<file path="src/rtl/lse_collect_pkg.sv">
// Shared types for the LSE result collector: unit ids, FIFO entry layout, round-robin helper.
// Defining LSE_COLLECT_TIMESTAMP_EN adds a capture-cycle timestamp field to every entry.
package lse_collect_pkg;

  localparam int NUM_UNITS = 4;
  localparam int DATA_W    = 24;
  localparam int UNIT_ID_W = $clog2(NUM_UNITS);
  localparam int TS_WIDTH  = 16;

  typedef logic [UNIT_ID_W-1:0] unit_id_t;
  typedef logic [DATA_W-1:0]    data_t;
  typedef logic [TS_WIDTH-1:0]  ts_t;

  typedef struct packed {
    data_t    data;
    unit_id_t unit_id;
`ifdef LSE_COLLECT_TIMESTAMP_EN
    ts_t      timestamp;
`endif
  } result_entry_t;

  function automatic unit_id_t rr_next(unit_id_t idx, int n);
    return unit_id_t'((int'(idx) + 1) % n);
  endfunction

endpackage

</file>
<file path="src/rtl/lse_result_fifo.sv">
// Synchronous FIFO of result entries; write visible at the head one cycle after push.
// Push is ignored when full and pop when empty; no same-cycle pop-to-push bypass.
module lse_result_fifo
  import lse_collect_pkg::*;
#(
  parameter int  DEPTH   = 8,
  parameter type entry_t = result_entry_t
) (
  input  logic                     clk,
  input  logic                     rst_n,
  input  logic                     push,
  input  entry_t                   push_dat,
  input  logic                     pop,
  output entry_t                   head_dat,
  output logic                     full,
  output logic                     empty,
  output logic [$clog2(DEPTH):0]   count
);

  localparam int PW = $clog2(DEPTH);

  entry_t          mem_q [DEPTH];
  logic [PW-1:0]   wr_ptr_q, wr_ptr_d;
  logic [PW-1:0]   rd_ptr_q, rd_ptr_d;
  logic [PW:0]     count_q, count_d;
  logic            do_push, do_pop;

  assign full     = (count_q == (PW+1)'(DEPTH));
  assign empty    = (count_q == '0);
  assign count    = count_q;
  assign head_dat = mem_q[rd_ptr_q];

  always_comb begin
    do_push  = push && !full;
    do_pop   = pop && !empty;
    wr_ptr_d = wr_ptr_q + PW'(do_push);
    rd_ptr_d = rd_ptr_q + PW'(do_pop);
    count_d  = count_q + (PW+1)'(do_push) - (PW+1)'(do_pop);
  end

  // Storage carries no reset: an entry is only read after it has been written.
  always_ff @(posedge clk) begin
    if (do_push) mem_q[wr_ptr_q] <= push_dat;
  end

  always_ff @(posedge clk) begin
    if (!rst_n) begin
      wr_ptr_q <= '0;
      rd_ptr_q <= '0;
      count_q  <= '0;
    end else begin
      wr_ptr_q <= wr_ptr_d;
      rd_ptr_q <= rd_ptr_d;
      count_q  <= count_d;
    end
  end

endmodule

</file>
<file path="src/rtl/lse_result_collector.sv">
// Captures per-unit MAC result edges into slots, RR-arbitrates them into a FIFO, streams via valid/ready.
// Valid rise to out_valid is 2 edges uncontended; a stalled consumer fills the FIFO then slots, then drops with sticky overflow flags. Option: LSE_COLLECT_TIMESTAMP_EN.
module lse_result_collector
  import lse_collect_pkg::*;
#(
  parameter int NUM_MAC_UNITS = NUM_UNITS,
  parameter int WIDTH         = DATA_W,
  parameter int FIFO_DEPTH    = 8
) (
  input  logic                                  clk,
  input  logic                                  rst_n,
  input  logic                                  enable,
  input  logic [NUM_MAC_UNITS-1:0][WIDTH-1:0]   mac_results,
  input  logic [NUM_MAC_UNITS-1:0]              valid_array,
  input  logic                                  clear_flags,
  output logic                                  out_valid,
  input  logic                                  out_ready,
  output logic [WIDTH-1:0]                      out_data,
  output logic [$clog2(NUM_MAC_UNITS)-1:0]      out_unit_id,
`ifdef LSE_COLLECT_TIMESTAMP_EN
  output logic [TS_WIDTH-1:0]                   out_timestamp,
`endif
  output logic [NUM_MAC_UNITS-1:0]              overflow_flags,
  output logic [$clog2(FIFO_DEPTH):0]           pending_count,
  output logic [31:0]                           result_count
);

  logic [NUM_MAC_UNITS-1:0]             valid_q, valid_d;
  logic [NUM_MAC_UNITS-1:0]             slot_full_q, slot_full_d;
  logic [NUM_MAC_UNITS-1:0][WIDTH-1:0]  slot_data_q, slot_data_d;
  logic [NUM_MAC_UNITS-1:0]             ovf_q, ovf_d;
  unit_id_t                             rr_q, rr_d;
  logic [31:0]                          result_count_q, result_count_d;
  result_entry_t                        last_q, last_d;
`ifdef LSE_COLLECT_TIMESTAMP_EN
  ts_t                                  ts_cnt_q, ts_cnt_d;
  logic [NUM_MAC_UNITS-1:0][TS_WIDTH-1:0] slot_ts_q, slot_ts_d;
`endif

  logic [NUM_MAC_UNITS-1:0] new_res;
  logic                     grant_vld;
  unit_id_t                 grant_idx, scan_id;
  result_entry_t            push_dat, head_dat, out_entry;
  logic                     fifo_full, fifo_empty, fifo_pop;
  logic [$clog2(FIFO_DEPTH):0] fifo_count;

  assign new_res = valid_array & ~valid_q & {NUM_MAC_UNITS{enable}};

  // First full slot at or after rr_q; a full FIFO blocks even if it pops this cycle.
  always_comb begin
    grant_vld = 1'b0;
    grant_idx = rr_q;
    scan_id   = rr_q;
    for (int k = 0; k < NUM_MAC_UNITS; k++) begin
      scan_id = unit_id_t'((int'(rr_q) + k) % NUM_MAC_UNITS);
      if (!grant_vld && !fifo_full && slot_full_q[scan_id]) begin
        grant_vld = 1'b1;
        grant_idx = scan_id;
      end
    end
  end

  always_comb begin
    valid_d     = valid_array;
    slot_full_d = slot_full_q;
    slot_data_d = slot_data_q;
    ovf_d       = clear_flags ? '0 : ovf_q;
    rr_d        = grant_vld ? rr_next(grant_idx, NUM_MAC_UNITS) : rr_q;
`ifdef LSE_COLLECT_TIMESTAMP_EN
    ts_cnt_d    = ts_cnt_q + TS_WIDTH'(1);
    slot_ts_d   = slot_ts_q;
`endif
    for (int i = 0; i < NUM_MAC_UNITS; i++) begin
      if (new_res[i]) begin
        // A slot being granted this cycle frees up in time to take the new result.
        if (!slot_full_q[i] || (grant_vld && grant_idx == unit_id_t'(i))) begin
          slot_data_d[i] = mac_results[i];
          slot_full_d[i] = 1'b1;
`ifdef LSE_COLLECT_TIMESTAMP_EN
          slot_ts_d[i]   = ts_cnt_q;
`endif
        end else begin
          ovf_d[i] = 1'b1;
        end
      end else if (grant_vld && grant_idx == unit_id_t'(i)) begin
        slot_full_d[i] = 1'b0;
      end
    end
  end

  always_comb begin
    push_dat         = '0;
    push_dat.data    = slot_data_q[grant_idx];
    push_dat.unit_id = grant_idx;
`ifdef LSE_COLLECT_TIMESTAMP_EN
    push_dat.timestamp = slot_ts_q[grant_idx];
`endif
  end

  lse_result_fifo #(
    .DEPTH   (FIFO_DEPTH),
    .entry_t (result_entry_t)
  ) u_fifo (
    .clk      (clk),
    .rst_n    (rst_n),
    .push     (grant_vld),
    .push_dat (push_dat),
    .pop      (fifo_pop),
    .head_dat (head_dat),
    .full     (fifo_full),
    .empty    (fifo_empty),
    .count    (fifo_count)
  );

  // When empty the outputs show the last entry handed to the consumer.
  always_comb begin
    fifo_pop       = !fifo_empty && out_ready;
    out_entry      = fifo_empty ? last_q : head_dat;
    last_d         = fifo_pop ? head_dat : last_q;
    result_count_d = result_count_q + 32'(fifo_pop);
  end

  assign out_valid      = !fifo_empty;
  assign out_data       = out_entry.data;
  assign out_unit_id    = out_entry.unit_id;
  assign overflow_flags = ovf_q;
  assign pending_count  = fifo_count;
  assign result_count   = result_count_q;
`ifdef LSE_COLLECT_TIMESTAMP_EN
  assign out_timestamp  = out_entry.timestamp;
`endif

  always_ff @(posedge clk) begin
    if (!rst_n) begin
      valid_q        <= '0;
      slot_full_q    <= '0;
      slot_data_q    <= '0;
      ovf_q          <= '0;
      rr_q           <= '0;
      result_count_q <= '0;
      last_q         <= '0;
`ifdef LSE_COLLECT_TIMESTAMP_EN
      ts_cnt_q       <= '0;
      slot_ts_q      <= '0;
`endif
    end else begin
      valid_q        <= valid_d;
      slot_full_q    <= slot_full_d;
      slot_data_q    <= slot_data_d;
      ovf_q          <= ovf_d;
      rr_q           <= rr_d;
      result_count_q <= result_count_d;
      last_q         <= last_d;
`ifdef LSE_COLLECT_TIMESTAMP_EN
      ts_cnt_q       <= ts_cnt_d;
      slot_ts_q      <= slot_ts_d;
`endif
    end
  end

endmodule

</file>
<file path="config.mk">
export PLATFORM = sky130hd
export DESIGN_NAME = lse_result_collector
export DESIGN_NICKNAME = d
export VERILOG_FILES = /design/src/rtl/lse_collect_pkg.sv /design/src/rtl/lse_result_fifo.sv /design/src/rtl/lse_result_collector.sv
export SDC_FILE = /design/constraint.sdc
export NUM_CORES = 1
export LEC_CHECK = 0
export BUFFER_PORTS_ARGS = -buffer_cell sky130_fd_sc_hd__buf_2
export CELL_PAD_IN_SITES_DETAIL_PLACEMENT = 0
export CELL_PAD_IN_SITES_GLOBAL_PLACEMENT = 2
export CORE_ASPECT_RATIO = 0.5
export CORE_UTILIZATION = 36
export CTS_CLUSTER_SIZE = 30
export DETAILED_ROUTE_END_ITERATION = 10
export PLACE_DENSITY = 0.72
export SLEW_MARGIN = 5
export SYNTH_ARGS = -nofsm -noshare
export SYNTH_HDL_FRONTEND = slang
export SYNTH_SLANG_ARGS = --single-unit
</file>
<file path="constraint.sdc">
create_clock -name clk -period 8.4 [get_ports clk]
set_input_delay 0 -clock clk [delete_from_list [all_inputs] [get_ports clk]]
set_output_delay 0 -clock clk [all_outputs]
set_load 0.01 [all_outputs]
</file>
=== After elaboration in Yosys (flattened, before gate mapping) ===
Memories as Yosys holds them, arrays and structs flattened. A register that Yosys moved wholly into a read port is not among the register bits.
Index checks and enable logic that the tools add are counted.

* Latch bits: 0
* ROM bits: 0
* Output and inout bits: 67
* Word-level logic and storage cells: 126
* Memory bits (writable): 208
* Register bits after elaboration: 178
* Memories kept: 1

{| class="wikitable"
|+ Memory list
! name !! words !! width !! read ports !! clocked after Yosys merged registers in !! write ports !! line !! source
|-
| u_fifo.mem_q || 8 || 26 || 1 || 1 || 1 || lse_result_fifo.sv:22 || <nowiki>entry_t mem_q [DEPTH];</nowiki>
|}

* Shift operators: 0
* Div/mod/pow operators: 0
* Bitwise logic cells: 3
* $lt $le $gt $ge: 5
* Eq/ne operators: 8
* $add $sub $neg: 9
* Muxes and demuxes: 42
* Reductions and logical operators: 41
* Multiply operators: 0

{| class="wikitable"
|+ Operators with widths
! cell !! count
|-
| 24-bit binary-select mux with 2-bit select || 1
|-
| 32-bit by 1-bit adder with 32-bit output || 1
|-
| 1-bit 2-to-1 mux || 30
|-
| 26-bit 2-to-1 mux || 1
|-
| 24-bit 2-to-1 mux || 1
|-
| 2-bit AND reduction || 8
|-
| 2-bit by 3-bit < comparator with 1-bit output (second input constant) || 5
|-
| 1-bit logical AND || 14
|-
| 1-bit logical NOT || 9
|-
| 4-bit bitwise AND || 2
|-
| 1-bit binary-select mux with 2-bit select || 4
|-
| 2-bit by 1-bit inequality test with 1-bit output (second input constant) || 4
|-
| 2-bit nonzero test || 4
|-
| 3-bit by 1-bit adder with 3-bit output || 2
|-
| 2-bit 2-to-1 mux || 3
|-
| 2-bit by 1-bit adder with 2-bit output (second input constant) || 2
|-
| 2-bit adder (second input constant) || 2
|-
| 4-bit by 1-bit adder with 4-bit output || 1
|-
| 2-bit == test (second input constant) || 2
|-
| 4-bit == test (second input constant) || 1
|-
| 4-bit logical NOT || 1
|-
| 1-bit logical OR || 4
|-
| 4-bit 2-to-1 mux || 1
|-
| 4-bit NOT || 1
|-
| 4 further kinds || 4
|}

=== Depth between registers and ports, before layout ===
* Depth after elaboration: 21
* Depth in mapped cells: 14
* Mapped depth without buffers: 12

=== By module ===
Synthesis repeated with hierarchy kept, for this count alone.

* Cells, all modules: 1,269
* Area, all modules: 16,668.5 um2

{| class="wikitable"
|+ By module, submodules not included
! module !! times used !! area an instance (um2) !! sequential area each (um2) !! cells an instance
|-
| lse_result_fifo || 1 || 8,564.5 || 6,446.2 || 364
|-
| lse_result_collector || 1 || 8,104.0 || 3,363.2 || 905
|}

=== Worst setup path after synthesis ===
No wires, ideal clock.

* Path kind: register to register
* From: reg u_fifo.count_q[2] (netlist: u_fifo.count[2])
* To: mem u_fifo.mem_q[0][0] (netlist bit), enable pin
* Arrival: 3,637 ps
* Period minus slack after synthesis: 4,112 ps
* Required time: 7,925 ps
* Setup slack: 4,288 ps
* Setup time: 475 ps
* Buffers on the path: 1
* Cell stages (with the launch flop): 7
* Cell sequence: dfxtp_1 -> inv_1 -> ha_1 -> and2_1 -> buf_2 -> a21o_1 -> nor4_1

* Cells in the longest elaborated chain, start to end: 19

{| class="wikitable"
|+ RTL lines
! what !! line !! source
|-
| start: declaration || lse_result_fifo.sv:25 || <nowiki>logic [PW:0] count_q, count_d;</nowiki>
|-
| start signal: assignment || lse_result_fifo.sv:54 || <nowiki>count_q <= count_d;</nowiki>
|-
| 4-bit == test * || lse_result_fifo.sv:28 || <nowiki>assign full = (count_q == (PW+1)'(DEPTH));</nowiki>
|-
| 1-bit logical NOT * || lse_result_fifo.sv:34, lse_result_collector.sv:56 ||
|-
| 1-bit logical AND || lse_result_collector.sv:56 || <nowiki>if (!grant_vld && !fifo_full && slot_full_q[scan_id]) begin</nowiki>
|-
| 1-bit 2-to-1 mux || lse_result_collector.sv:56 ||
|-
| 1-bit logical NOT || lse_result_collector.sv:56 ||
|-
| 1-bit logical AND (2 in a row) || lse_result_collector.sv:56 ||
|-
| 1-bit 2-to-1 mux || lse_result_collector.sv:56 ||
|-
| 1-bit logical NOT || lse_result_collector.sv:56 ||
|-
| 1-bit logical AND (2 in a row) || lse_result_collector.sv:56 ||
|-
| 1-bit 2-to-1 mux || lse_result_collector.sv:56 ||
|-
| 1-bit logical NOT || lse_result_collector.sv:56 ||
|-
| 1-bit logical AND (2 in a row) || lse_result_collector.sv:56 ||
|-
| 1-bit 2-to-1 mux || lse_result_collector.sv:56 ||
|-
| 1-bit logical AND * || lse_result_fifo.sv:34 || <nowiki>do_push = push && !full;</nowiki>
|-
| 1-bit 2-to-1 mux * || lse_result_fifo.sv:43 || <nowiki>if (do_push) mem_q[wr_ptr_q] <= push_dat;</nowiki>
|-
| 1-bit 2-to-1 mux (not written as such) * || lse_result_fifo.sv:43 ||
|-
| end: declaration || lse_result_fifo.sv:22 ||
|}

Mark *: on every way between the ends. The rest lies on a longest branch, timed or not.

=== Final worst setup path ===
* From: reg u_fifo.count_q[2] (netlist: u_fifo.count[2])
* To: reg result_count_q[28] (netlist: result_count[28])

* Cells in the longest elaborated chain, start to end: 4

{| class="wikitable"
|+ RTL lines
! what !! line !! source
|-
| 4-bit logical NOT || lse_result_fifo.sv:29 || <nowiki>assign empty = (count_q == '0);</nowiki>
|-
| 1-bit logical NOT || lse_result_collector.sv:117 || <nowiki>fifo_pop = !fifo_empty && out_ready;</nowiki>
|-
| 1-bit logical AND || lse_result_collector.sv:117 ||
|-
| 32-bit by 1-bit adder with 32-bit output || lse_result_collector.sv:120 || <nowiki>result_count_d = result_count_q + 32'(fifo_pop);</nowiki>
|-
| end signal: assignment || lse_result_collector.sv:152 || <nowiki>result_count_q <= result_count_d;</nowiki>
|-
| end: declaration || lse_result_collector.sv:33 || <nowiki>logic [31:0] result_count_q, result_count_d;</nowiki>
|}

Every way passes these cells.
A chain may end at the register's enable or synchronous reset.

==> impl_metrics.toml <==
[outcome]
status = "finished, final reports clean"

[final_layout]
antennaDiodeCount = 0
area_growth_pct = 22.77
drive_above_1_share = 0.2021
fillCellCount = 4035
nets = 1625

[logic_synthesis]
synth_top_area_frac = 0.3888
async_flop_share = 0
synth_edf_count = 208
ys_types = 49
ys.flop_type = "edfxtp_1"
synthAdderAreaFrac = 0.01059
synth_common_cells = "edfxtp_1, nand2_1, dfxtp_1"
ys_top_cells_by_area = "edfxtp_1, dfxtp_1, mux2i_1, mux4_2, nand2_1"
synth-simple-area-share = 0.1134
yosys.area.top_type = "edfxtp_1"
synth_cells = 1265
avgSynthCellArea_sq_um = 12.70
ys_seq_area_frac = 0.6105
ys_seq_elements = 386
yosys_warnings = 0
synth-xor-area-share = 0.01682
syn_area_sq_um = 16070
postSynthNetCount = 1383
yosysMostFrequentCell = "edfxtp_1"
muxShareOfSynthArea = 0.1639
synth_top_family_by_area = "multiplexers"
synth-compound-area-share = 0.05802

[detailed_routing]
ant_nets = 0
drt_iter0_markers = 723
vias_per_cell = 5.078
wl_um = 42820
drt-pass1-iter-count = 5
vias = 10775
drc = 0
post_drt_wl_per_cell_um = 20.18

[sta]
final-setup-viol-count = 0
hold_viol = 0
finalClockSkew_ps = 14.98
max_freq_ghz = 0.2583
fin_crit_ps = 3871
setup_tns_ps = 0
worst_hold_slack_ps = 207.3
slew_violations = 0
maxSlewHeadroom = 0.2442
worst_slew_pin_slew_ps = 1128
timing.final.crit_share = 0.4608
rsz0062_at_grt = "false"

[critical_path]
cp_max_fo = 55
critPathSlowestCell = "buf_4"
cpMostUsedCell = "ha_1"
cp.arrival_ps = 4290
max_stage_delay_ps = 490
reg2reg_setup_slack_ps = 4530
crit_path_start_kind = "flop"
path_cells = "inv_1 -> ha_1 -> nand2_2 -> buf_4 -> and2_2 -> buf_4 -> ha_1 -> ha_1 -> nand2_1 -> nor3_1 -> nand4_1 -> nor3_1 -> xor2_1 -> and2_1"
reg2regPathDepth = 14
path_class = "reg2reg"
crit_cells = 14
cp_top_family = "simple AND/OR/NAND/NOR gates"
path_buf_inv = 3
crit_path_end_kind = "flop"
critPathRequiredTime_ps = 8820

[pwr]
power.density_nw_per_um2 = 280.2
p_total_mw = 5.527
p_sw_frac = 0.3132
combinationalPowerShare = 0.270
p_leak_nw = 7.573
switching_power_mw = 1.731
irDropWorstVdd_v = 0.0001535
intPower_mw = 3.796
p_clk_frac = 0.299
seqPwrFrac = 0.431

[global_route]
grt_pass1_wl_um = 63340
grt_pass1_vias = 10458
grt_max_degree = 169
grt.total_usage = 0.1858
antenna_found_initial = 0
grt_overflow = 0

[clock_tree]
cts-htree-levels = 2
clkLatencyLatePin_ps = 540
clk_path_buf_depth = 3
numCtsBuffers = 38
cts_tree = "yes"
clock-sinks = 386
path_clk_slew_ps = 70
post_cts_buffers = 0
cts-root-buf = "clkbuf_16"

[die]
num_rows = 54
design.die.area_sq_um = 45530
start_util = 0.3670
dieHeight_um = 151.4
core_sq_um = 43780
fp.dieW_um = 300.8
num_io_pins = 172

[job]
max_cap_viol_count = 0

[hold_path]
hold_class = "in2reg"
hold-path-cell-count = 3

[place]
io_buffers = 171
dp_hpwl_um = 27490
globalplace.congestion = 0.8497
[layout by cell type, fill, tap and decap left out, drive strengths merged, types with 4 or more instances in the layout]
cell type / instances
ha: 12
nand3: 63
and3: 7
edfxtp: 208
nor3: 12
o22ai: 4
o211a: 27
nand4: 9
o21ai: 58
and2: 43
nand2b: 5
inv: 15
dfxtp: 178
nor2b: 8
buf: 185
a21boi: 9
mux4: 52
mux2i: 146
nor2: 42
xnor2: 20
dlygate4sd3: 103
or3: 8
xor2: 10
clkbuf: 55
a21oi: 31
clkinv: 9
nand2: 185
[cell type report]
| cell class | count | area (sq um) | area share |
|---|---|---|---|
| clock buffer | 54 | 1062 | 0.05385 |
| clock inverter | 13 | 120.1 | 0.006089 |
| inverter | 14 | 52.55 | 0.002664 |
| multi-input combinational | 778 | 5932 | 0.3007 |
| sequential | 386 | 9814 | 0.4976 |
| tap | 588 | 735.7 | 0.03730 |
| timing repair buffer | 289 | 2008 | 0.1018 |
[per-layer routing]
metal  vias up  GRT usage  wire, um
li1       5112          -         -
met1      5366     0.2726     20700
met2       247     0.2782     18820
met3        50    0.04289      2631
met4         0    0.03985       671
met5         -          0         0
[path summary, 6_finish.rpt]
kind	from	endpoint
hold reg to reg	slot_data_q[86]	slot_data_q[86]
setup / recovery	u_fifo.count[2]	result_count[28]
hold / removal	valid_array[2]	valid_q[2]
setup reg to reg	u_fifo.count[2]	result_count[28]
[registers in the layout, summed over array words and instances, names as in the netlist]
signal	count
slot_full_q	4
last_q	26
overflow_flags	4
rr_q	2
slot_data_q	96
result_count	32
u_fifo.rd_ptr_q	3
u_fifo.wr_ptr_q	3
u_fifo.count	4
valid_q	4
u_fifo.mem_q	208
[metrics by stage]
| step | std cells | area (sq um) | setup WS, ps | utilization |
|---|---|---|---|---|
| after floorplan | 1265 | 16070 | 4288 | - |
| after global placement | 1952 | 17510 | 4589 | 0.4000 |
| after detailed placement | 1952 | 17510 | 4483 | 0.4000 |
| after CTS | 2122 | 19730 | 4449 | 0.4505 |
| after global routing | 2122 | 19730 | 4119 | 0.4505 |
| final | 2122 | 19730 | 4529 | 0.4505 |
[tightest hold or removal path, cell delays in order]
cell and delay (ps):
dlygate4sd3_1 520, buf_2 100, and2_1 100
[repair_timing]
item                      in CTS  in global routing
hold buffers                 103                  0
hold endpoints to repair     108                  0
resized for setup              0                  0
[power by group through the flow]
stage / clock network [mW] / registers, mW / logic (mW)
5_1_grt: 1.77 / 2.41 / 1.64
6_report: 1.65 / 2.38 / 1.49
2_1_floorplan: 0 / 2.32 / 1.07
3_5_place_dp: 0 / 2.42 / 1.47
4_1_cts: 1.70 / 2.38 / 1.51
3_3_place_gp: 0 / 2.42 / 1.44
[kinds of logic (layout without fill, tap and decap cells)]
group	Yosys count	in the layout
and+or+nand+nor	393	393
adders and majority gates	13	13
muxes	198	198
buffers and inverters	101	370
DFF	386	386
AOI/OAI and AO/OA	144	144
xor gates and xnor gates	30	30
Note: power is estimated with default switching activity, not from simulation.
